## src/rtl/core_c1_defs_pkg.sv

```systemverilog
// Shared C1 interrupt definitions: cause codes used by both the CLINT and the CSR unit,
// plus the CLINT register map.
package core_c1_defs;

  localparam logic [7:0] IRQ_CODE_MSI = 8'd3;
  localparam logic [7:0] IRQ_CODE_MTI = 8'd7;
  localparam logic [7:0] IRQ_CODE_MEI = 8'd11;

  localparam logic [4:0] CLINT_MSIP        = 5'h00;
  localparam logic [4:0] CLINT_MTIMECMP_LO = 5'h04;
  localparam logic [4:0] CLINT_MTIMECMP_HI = 5'h08;
  localparam logic [4:0] CLINT_MTIME_LO    = 5'h0C;
  localparam logic [4:0] CLINT_MTIME_HI    = 5'h10;

  typedef enum logic [1:0] {
    SRC_NONE,
    SRC_MTI,
    SRC_MSI,
    SRC_MEI
  } irq_src_e;

  function automatic logic [7:0] irq_code(input irq_src_e src);
    case (src)
      SRC_MEI: irq_code = IRQ_CODE_MEI;
      SRC_MSI: irq_code = IRQ_CODE_MSI;
      default: irq_code = IRQ_CODE_MTI;
    endcase
  endfunction

endpackage

```

## src/rtl/core_c1_sync.sv

```systemverilog
// Reset-to-0 multi-flop synchroniser for an asynchronous level input.
module core_c1_sync #(
  parameter int unsigned STAGES = 2
) (
  input  logic clk,
  input  logic rst_n,
  input  logic d_i,
  output logic q_o
);

  logic [STAGES-1:0] sync_q;

  always_ff @(posedge clk or negedge rst_n) begin
    if (!rst_n) begin
      sync_q <= '0;
    end else begin
      sync_q <= {sync_q[STAGES-2:0], d_i};
    end
  end

  assign q_o = sync_q[STAGES-1];

endmodule

```

## src/rtl/core_c1_clint.sv

```systemverilog
// Core-local interruptor for C1: mtime/mtimecmp timer, msip, synchronised external line,
// and a fixed-priority arbiter that presents one registered request/code to the CSR unit.
module core_c1_clint
  import core_c1_defs::*;
#(
  parameter int unsigned TICK_DIV    = 1,
  parameter int unsigned SYNC_STAGES = 2
) (
  input  logic        clk,
  input  logic        rst_n,
  input  logic        reg_sel,
  input  logic        reg_we,
  input  logic [4:0]  reg_addr,
  input  logic [31:0] reg_wdata,
  output logic [31:0] reg_rdata,
  input  logic        ext_irq,
  input  logic        int_ack,
  output logic        int_req,
  output logic [7:0]  int_code,
  output logic        mtip
);

  localparam logic [15:0] PRESC_MAX = 16'(TICK_DIV - 1);

  logic [63:0] mtime_q, mtime_d;
  logic [63:0] mtimecmp_q, mtimecmp_d;
  logic [15:0] presc_q, presc_d;
  logic        msip_q, msip_d;
  logic        int_req_q, blank_q;
  logic [7:0]  int_code_q;
  logic        ext_p;
  logic        tick;
  logic        wr;
  irq_src_e    src;

  core_c1_sync #(.STAGES(SYNC_STAGES)) u_ext_sync (
    .clk   (clk),
    .rst_n (rst_n),
    .d_i   (ext_irq),
    .q_o   (ext_p)
  );

  assign tick = (presc_q == PRESC_MAX);
  assign wr   = reg_sel & reg_we;

  // Software writes to mtime take priority over the tick and restart the prescaler.
  always_comb begin
    mtime_d    = tick ? mtime_q + 64'd1 : mtime_q;
    presc_d    = tick ? 16'd0 : presc_q + 16'd1;
    mtimecmp_d = mtimecmp_q;
    msip_d     = msip_q;
    if (wr) begin
      case (reg_addr)
        CLINT_MSIP:        msip_d = reg_wdata[0];
        CLINT_MTIMECMP_LO: mtimecmp_d = {mtimecmp_q[63:32], reg_wdata};
        CLINT_MTIMECMP_HI: mtimecmp_d = {reg_wdata, mtimecmp_q[31:0]};
        CLINT_MTIME_LO: begin
          mtime_d = {mtime_q[63:32], reg_wdata};
          presc_d = 16'd0;
        end
        CLINT_MTIME_HI: begin
          mtime_d = {reg_wdata, mtime_q[31:0]};
          presc_d = 16'd0;
        end
        default: ;
      endcase
    end
  end

  always_ff @(posedge clk or negedge rst_n) begin
    if (!rst_n) begin
      mtime_q    <= '0;
      mtimecmp_q <= '1;
      presc_q    <= '0;
      msip_q     <= 1'b0;
    end else begin
      mtime_q    <= mtime_d;
      mtimecmp_q <= mtimecmp_d;
      presc_q    <= presc_d;
      msip_q     <= msip_d;
    end
  end

  assign mtip = (mtime_q >= mtimecmp_q);

  always_comb begin
    if (ext_p)       src = SRC_MEI;
    else if (msip_q) src = SRC_MSI;
    else if (mtip)   src = SRC_MTI;
    else             src = SRC_NONE;
  end

  // Blank holds the request low for one cycle after a taken trap so MIE clearing can land.
  always_ff @(posedge clk or negedge rst_n) begin
    if (!rst_n) begin
      int_req_q  <= 1'b0;
      int_code_q <= 8'd0;
      blank_q    <= 1'b0;
    end else begin
      blank_q   <= int_ack & int_req_q;
      int_req_q <= (src != SRC_NONE) & ~blank_q;
      if (src != SRC_NONE) begin
        int_code_q <= irq_code(src);
      end
    end
  end

  assign int_req  = int_req_q;
  assign int_code = int_code_q;

  always_comb begin
    case (reg_addr)
      CLINT_MSIP:        reg_rdata = {31'd0, msip_q};
      CLINT_MTIMECMP_LO: reg_rdata = mtimecmp_q[31:0];
      CLINT_MTIMECMP_HI: reg_rdata = mtimecmp_q[63:32];
      CLINT_MTIME_LO:    reg_rdata = mtime_q[31:0];
      CLINT_MTIME_HI:    reg_rdata = mtime_q[63:32];
      default:           reg_rdata = 32'd0;
    endcase
  end

endmodule

```

## config.mk

```make
export PLATFORM = sky130hd
export DESIGN_NAME = core_c1_clint
export DESIGN_NICKNAME = d
export VERILOG_FILES = /design/src/rtl/core_c1_defs_pkg.sv /design/src/rtl/core_c1_sync.sv /design/src/rtl/core_c1_clint.sv
export SDC_FILE = /design/constraint.sdc
export NUM_CORES = 1
export LEC_CHECK = 0
export CAP_MARGIN = 20
export CORE_ASPECT_RATIO = 2
export CORE_MARGIN = 4
export CORE_UTILIZATION = 45
export DETAILED_ROUTE_END_ITERATION = 10
export GPL_TIMING_DRIVEN = 0
export PLACE_DENSITY = 0.71
export SLEW_MARGIN = 20
export SYNTH_ARGS = -nofsm -noshare
export SYNTH_HDL_FRONTEND = slang
export SYNTH_HIERARCHICAL = 1
export SYNTH_SLANG_ARGS = --single-unit
```

## constraint.sdc

```tcl
create_clock -name clk -period 3.2 [get_ports clk]
set_input_delay 0.32 -clock clk [delete_from_list [all_inputs] [get_ports clk]]
set_output_delay 0.32 -clock clk [all_outputs]
set_load 0.01 [all_outputs]
```

==> run metrics, run 1 <==
status=finished with violations; failing checks=negative setup slack; Synth area leader=dfrtp_1; gr ovfl total=0; wire length per cell=27.34 um; Gate Count Post-Synth=about 1200; vias in the first global route=10400; CTS Sinks=152; All-Layer GR Usage=33.96%; post-layout util=55.07%; DR vias/cell=around 6.6; nets@finish=around 1400; Ys Warns=6; leakage=5.134 nW; Power Dens Cells=550.0 mW/mm^2; worst-path cell chain=inv_2 -> ha_4 -> nand4_1 -> nor4_4 -> nand3_4 -> nor4_4 -> a211oi_2 -> nand2_1 -> buf_2; Synth cell types=72; worst path arrival time=about 2.9 ns; unrepaired setup endpoints after global routing=yes; CP Capture Type=output port; clock root buffer=clkbuf_16; min Tclk post-route=3.257 ns; gpl congestion=1.037; critical path type=reg -> out; crit-path max cell delay=0.55 ns; Die Footprint=~0.026 mm^2; Post-synth top cells=nand2_1, nor2_1, dfrtp_1; Starting DRT DRC Count=1075; final worst-path cycle share=101.8%; Async SR Flop Fraction=between 90% and 100%; total power=around 7 mW; Sw Pwr=2.578 mW; total CTS buffers=17; top_reg_cell synth=dfrtp_1; Logic pwr share=between 20% and 30%; Final ANT Viol Nets=0; CP max FO=3; cell mode on critical path=nor4_4; placed wire-length estimate=around 31 mm; starting density of the core=45.73%; Critical Path RT=2.88 ns; clk_lat worst skew=0.46 ns; most frequent cell after synthesis=nand2_1; CTS tree=yes; cell area after synthesis=0.01035 mm^2; Clock Tree Buf Depth=2; post-synthesis register bit count=roughly 150; first-pass GRT wire length=63.58 mm; FP Rows=between 70 and 80; core area=0.02264 mm^2; Clock power frac=between 20 and 30%; Die H=222.5 um; peak supply drop=slightly below 0.4 mV; internal power=4.279 mW; Flop pwr share=41.2%; Relative slew margins=37.65%; MaxCap Viol Count=0; largest net degree at the start of global routing=91; Net Sw Frac=37.59%; Die X=115.3 um; First-pass DRT Iterations=6; initial antenna violation count=0; Reg clk slew, reported paths=about 0.070 ns; top cells by area, synth=dfrtp_1, dfstp_2, ha_1, nand2_1, o21ai_0; share of cells above drive strength 1=16.62%; Syn Area/Cell=8.835 um^2; drt drc=0; slowest stage cell on the critical path=dfstp_2; HP Class=in -> reg; Yosys top cell area share=about a fifth; Reg2Reg Setup Slack=0.09 ns; final setup margin=-0.05671 ns; post-synthesis sequential area ratio=37.51%; drt total wl=approximately 43 mm; startpoint types=flop; Hold Vio Cnt, Final=0; Least-Margin Pin Slew=~0.94 ns; htree depth=4; io pins=85; Achievable Freq=307.1 MHz; Area Growth Syn to Fin=20.41%; Post-synth EDFFs=0; Setup-failing EPs final=1; Vias=10400; Pins Over Slew Limit=0; Layout Skew=0.009236 ns; port buffer count=80
-- routing by layer --
metal	share of wire [%]	track usage, %	up-vias
met5	0	0	-
met4	8.7	26.35	0
met3	7.6	6.487	219
met2	50	56.57	588
met1	34	36.90	5040
li1	-	-	4557
-- cell families after synthesis --
group / after synthesis / synth area share (%)
simple gates: 434 / 21.51
other cells: 1 / 0.03621
xor+xnor: 18 / 1.522
mux: 65 / 6.670
fa+ha+maj: 67 / 8.096
compound gates: 277 / 18.55
buf+inv: 158 / 6.114
flops: 152 / 37.51
-- flip-flops by register name, summed over array words and instances (netlist names) --
signal	count
blank_q	1
int_code	3
int_req	1
msip_q	1
mtime_q	64
mtimecmp_q	64
presc_q	16
u_ext_sync/sync_q	2
-- per-stage QoR --
step                area, um^2   TNS [ns]  instances  worst slack [ns]  hold slack [ns]
global route             12470    -0.1300       1574           -0.1300           0.2985
floorplan                10370          0       1175            0.8283          0.02441
detailed placement       11560     -59.11       1536           -0.8281           0.2873
finish                   12470   -0.05671       1575          -0.05671           0.3057
CTS                      12390  -0.003827       1574         -0.003827           0.2916
global placement         11520    -647.67       1535            -4.626           0.3358
-- power groups by stage --
stage / Clock, mW / Combinational (mW) / Sequential, mW
floorplan: 0 / 1.23 / 2.67
global placement: 0 / 1.81 / 2.82
detailed placement: 0 / 1.86 / 2.83
CTS: 2.04 / 1.95 / 2.81
global route: 2.09 / 2.22 / 2.87
finish: 2.02 / 2.01 / 2.83
-- critical path, delay by kind of cell (launching register included) --
family          cells  cell delay (ns)
fa+ha+maj           1             0.27
buf+inv             2             0.17
simple gates        5             1.33
flops               1             0.55
compound gates      1             0.15
-- what timing repair did --
| item | CTS | global route |
|---|---|---|
| setup endpoints to repair | 78 | 68 |
| endpoints found under the hold margin | 33 | 0 |
| gates resized for setup | 63 | 18 |
| hold buffers | 1 | 0 |
| pin swaps | 9 | 7 |
| buffers inserted | 5 | 1 |
-- cell type report --
| class | instances | area, um^2 |
|---|---|---|
| buffer | 77 | 419.2 |
| tap | 280 | 350.3 |
| timing repair buffer | 88 | 887.1 |
| clock buffer | 17 | 425.4 |
| inverter | 80 | 300.3 |
| sequential | 152 | 3884 |
| multi-input combinational | 865 | 6055 |
| clock inverter | 15 | 145.1 |
| antenna | 1 | 2.502 |
| fill | 2130 | 10170 |
-- layout by cell type (no fill, tap or decap), types with 7 or more instances in the layout --
master	netlist	layout
dfstp_2	64	64
clkbuf_1	54	40
ha_1	67	62
mux2_2	32	32
o311ai_0	8	8
or4_1	9	8
a22oi_1	23	23
o22ai_1	13	13
and3_1	20	20
a21oi_1	42	42
or3_1	7	7
and2_1	13	13
mux2i_1	33	33
nand2_1	131	131
clkbuf_16	0	17
clkdlybuf4s50_1	0	78
o211ai_1	13	13
buf_2	7	9
nor3_1	26	24
buf_4	6	15
inv_1	80	76
nor4_1	11	7
a31oi_1	12	12
dfrtp_1	88	88
o21ai_0	72	70
a221o_1	31	31
xnor2_1	7	7
nor2_1	91	89
and4_1	12	12
nand3_1	51	50
xor2_1	11	11
nand4_1	34	34
-- worst paths after layout --
check,from,end,cells after the start
worst min register to register,u_ext_sync/sync_q[0],u_ext_sync/sync_q[1],0
worst min-delay path,ext_irq,u_ext_sync/sync_q[0],1
max in group asynchronous,rst_n,mtimecmp_q[47],3
worst max register to register,presc_q[0],mtime_q[46],8
worst max-delay path,mtimecmp_q[63],mtip,9
min in group asynchronous,rst_n,u_ext_sync/sync_q[1],2
Power figures use the tool's default switching activity.
==> run 2, diff against run 1 <==
- CORE_UTILIZATION: 45 -> 59
- GPL_TIMING_DRIVEN: 0 -> unset
- PLACE_DENSITY: 0.71 -> 0.88
==> run metrics, run 2 (synthesis gave the netlist of run 1 again) <==
status=finished with violations; failing checks=negative setup slack; RR Startpoint=mtime_q[26]; CP Capture Type=output port; cell count of the worst reg-to-reg path=7 (-1); vias in the first global route=11140 (+7.1%); ANT cells=0 (-1); most common cell after layout, fill and taps aside=nand2_1; leakage=5.384 nW (+4.9%); Setup-failing EPs final=1 (unchanged); CP max FO=3 (unchanged); min Tclk post-route=3.287 ns (+0.03022 ns); Reg clk slew, reported paths=0.06 ns (about the same); drt total wl=38.48 mm (-11%); Hold Vio Cnt, Final=0 (unchanged); cell mode on critical path=a21oi_1; post-layout util=73.21% (+18 points); Die X=101.7 um (-12%); Clock Tree Buf Depth=2 (unchanged); total CTS buffers=17 (unchanged); Power Dens Cells=576.5 mW/mm^2 (+4.8%); FP Rows=68 (-13%); clk_lat worst skew=0.44 ns (-0.02 ns); MaxCap Viol Count=0 (unchanged); HP Class=in -> reg; Final Cell Area=0.01264 mm^2 (+1.4%); top flop regs=mtime_q x64, mtimecmp_q x64, presc_q x16; Reg2Reg Setup Slack=0.25 ns (+0.16 ns); first-pass GRT wire length=59.55 mm (-6.3%); TNS Setup=-0.08693 ns (-0.03022 ns); Critical R2R Capture=mtime_q[59]; M1 GR Usage=41.94% (+5.0 points); CTS Sinks=152 (unchanged); Starting DRT DRC Count=1320 (+23%); gr ovfl total=0 (unchanged); placed wire-length estimate=26.06 mm (-16%); initial antenna violation count=0 (unchanged); Die Footprint=0.01986 mm^2 (-23%); DP Area=0.01191 mm^2 (+3.0%); drt drc=0 (unchanged); crit-path max cell delay=0.54 ns (about the same); Achievable Freq=304.2 MHz (-0.92%); clock root buffer=clkbuf_16; critical path type=reg -> out; All-Layer GR Usage=39.66% (+5.7 points); worst hold slack=0.3203 ns (+0.01459 ns); Critical Path Stages=10 (+1); largest net degree at the start of global routing=101 (+11%); Final ANT Viol Nets=0 (unchanged); port buffer count=80 (unchanged); peak supply drop=0.3987 mV (+0.36%); Relative slew margins=36.17% (-1.5 points); Layout Skew=0.009601 ns (+0.0003650 ns); most frequent cells in the layout=nand2_1, buf_4, nor2_1, dfrtp_1, inv_1; final-layout fill cell count=1261 (-41%); htree depth=4 (unchanged); gpl congestion=1.039 (+0.13%); Critical Path RT=2.88 ns (about the same); grt met2 use=64.43% (+7.9 points); slowest stage cell on the critical path=dfstp_2; final setup margin=-0.08693 ns (-0.03022 ns); CP Capture Point=mtip; unrepaired setup endpoints after global routing=yes; final worst-path cycle share=102.7% (+0.94 points); Least-Margin Pin Slew=0.9488 ns (+0.01344 ns); worst path arrival time=2.97 ns (+0.03 ns); Critical path origin=mtimecmp_q[15]; startpoint types=flop; wire length per cell=25.28 um (-7.5%); CTS tree=yes; io pins=85 (unchanged); First-pass DRT Iterations=7 (+1); core area=0.01727 mm^2 (-24%); worst path bufs/invs=3 (+1); Area Growth Syn to Fin=22.11%; Die H=195.4 um (-12%); DR vias/cell=7.076 (+7.1%); share of cells above drive strength 1=19.89% (+3.3 points); Vias=10770 (+3.5%); met3 usage=9.582% (+3.1 points); delay-heaviest family, CP=compound AO/OA/AOI/OAI gates; worst-path cell chain=inv_1 -> ha_1 -> a21oi_1 -> o21ai_0 -> a21oi_1 -> o41ai_1 -> buf_4 -> a211oi_4 -> nand2_1 -> buf_2; starting density of the core=59.95% (+14 points); nets@finish=1409 (+1.3%); Pins Over Slew Limit=0 (unchanged); GR peak layer=met2
-- run 2: changes by cell type in the layout (fill, tap and decap cells not counted), moves of 4 or more --
| cell | before | now |
|---|---|---|
| clkbuf_1 | 40 | 2 |
| clkbuf_2 | 6 | 0 |
| inv_2 | 4 | 0 |
| inv_1 | 76 | 80 |
| buf_12 | 0 | 5 |
| buf_4 | 15 | 97 |
| buf_2 | 9 | 2 |
| inv_6 | 5 | 0 |
| clkbuf_8 | 6 | 1 |
| buf_1 | 4 | 0 |
-- run 2: routing by layer --
metal	share of wire (%)	vias to the layer above
met5	0	-
met4	11	0
met3	9.5	308
met2	48	786
met1	32	5080
li1	-	4595
-- run 2: how the worst min path moves through the flow --
stage               cells after the start  slack, ns                   end  startpoint
finish                                  1       0.32  u_ext_sync/sync_q[0]     ext_irq
global placement                        1       0.30           mtime_q[44]       rst_n
global route                            1       0.33  u_ext_sync/sync_q[0]     ext_irq
detailed placement                      1       0.31           mtime_q[44]       rst_n
floorplan                               0       0.02               blank_q       rst_n
CTS                                     1       0.32  u_ext_sync/sync_q[0]     ext_irq
-- run 2: stage by stage --
stage                     setup WS, ns  power (mW)  std cells
after floorplan                 0.8283       3.898       1175
final                         -0.08693       7.290       1522
after global placement         0.01279       4.853       1485
after CTS                    0.0001823       7.189       1522
after detailed placement      -0.07727       4.949       1485
after global routing          -0.08162       7.622       1522
-- run 2: worst reg2reg max path, cell delays in order (launching register included) --
cell and delay (ns):
dfrtp_1 0.54, buf_4 0.22, nand4_1 0.12, or4_1 0.53
or4_1 0.74, nor2_8 0.31, a41oi_1 0.23, o21ai_0 0.17
-- run 2: layout make-up --
cell class | instances | area (um^2) | area share (%)
timing repair buffer | 183 | 1630 | 12.89
clock inverter | 12 | 176.4 | 1.395
inverter | 80 | 300.3 | 2.375
tap | 210 | 262.8 | 2.078
clock buffer | 20 | 446.7 | 3.533
multi-input combinational | 865 | 5944 | 47.01
sequential | 152 | 3884 | 30.71
-- run 2: report_power, final --
part | internal [mW] | total, mW | switching [mW]
combinational | 1.07 | 2.49 | 1.42
clock | 1.32 | 2.17 | 0.843
sequential | 2.36 | 2.64 | 0.281
-- run 2: what timing repair did --
action	4_1_cts	5_1_grt
hold buffers	1	0
setup buffers	4	0
endpoints found under the setup margin	1	2
hold endpoints to repair	25	0
resized for setup	15	1
pin swaps	11	3
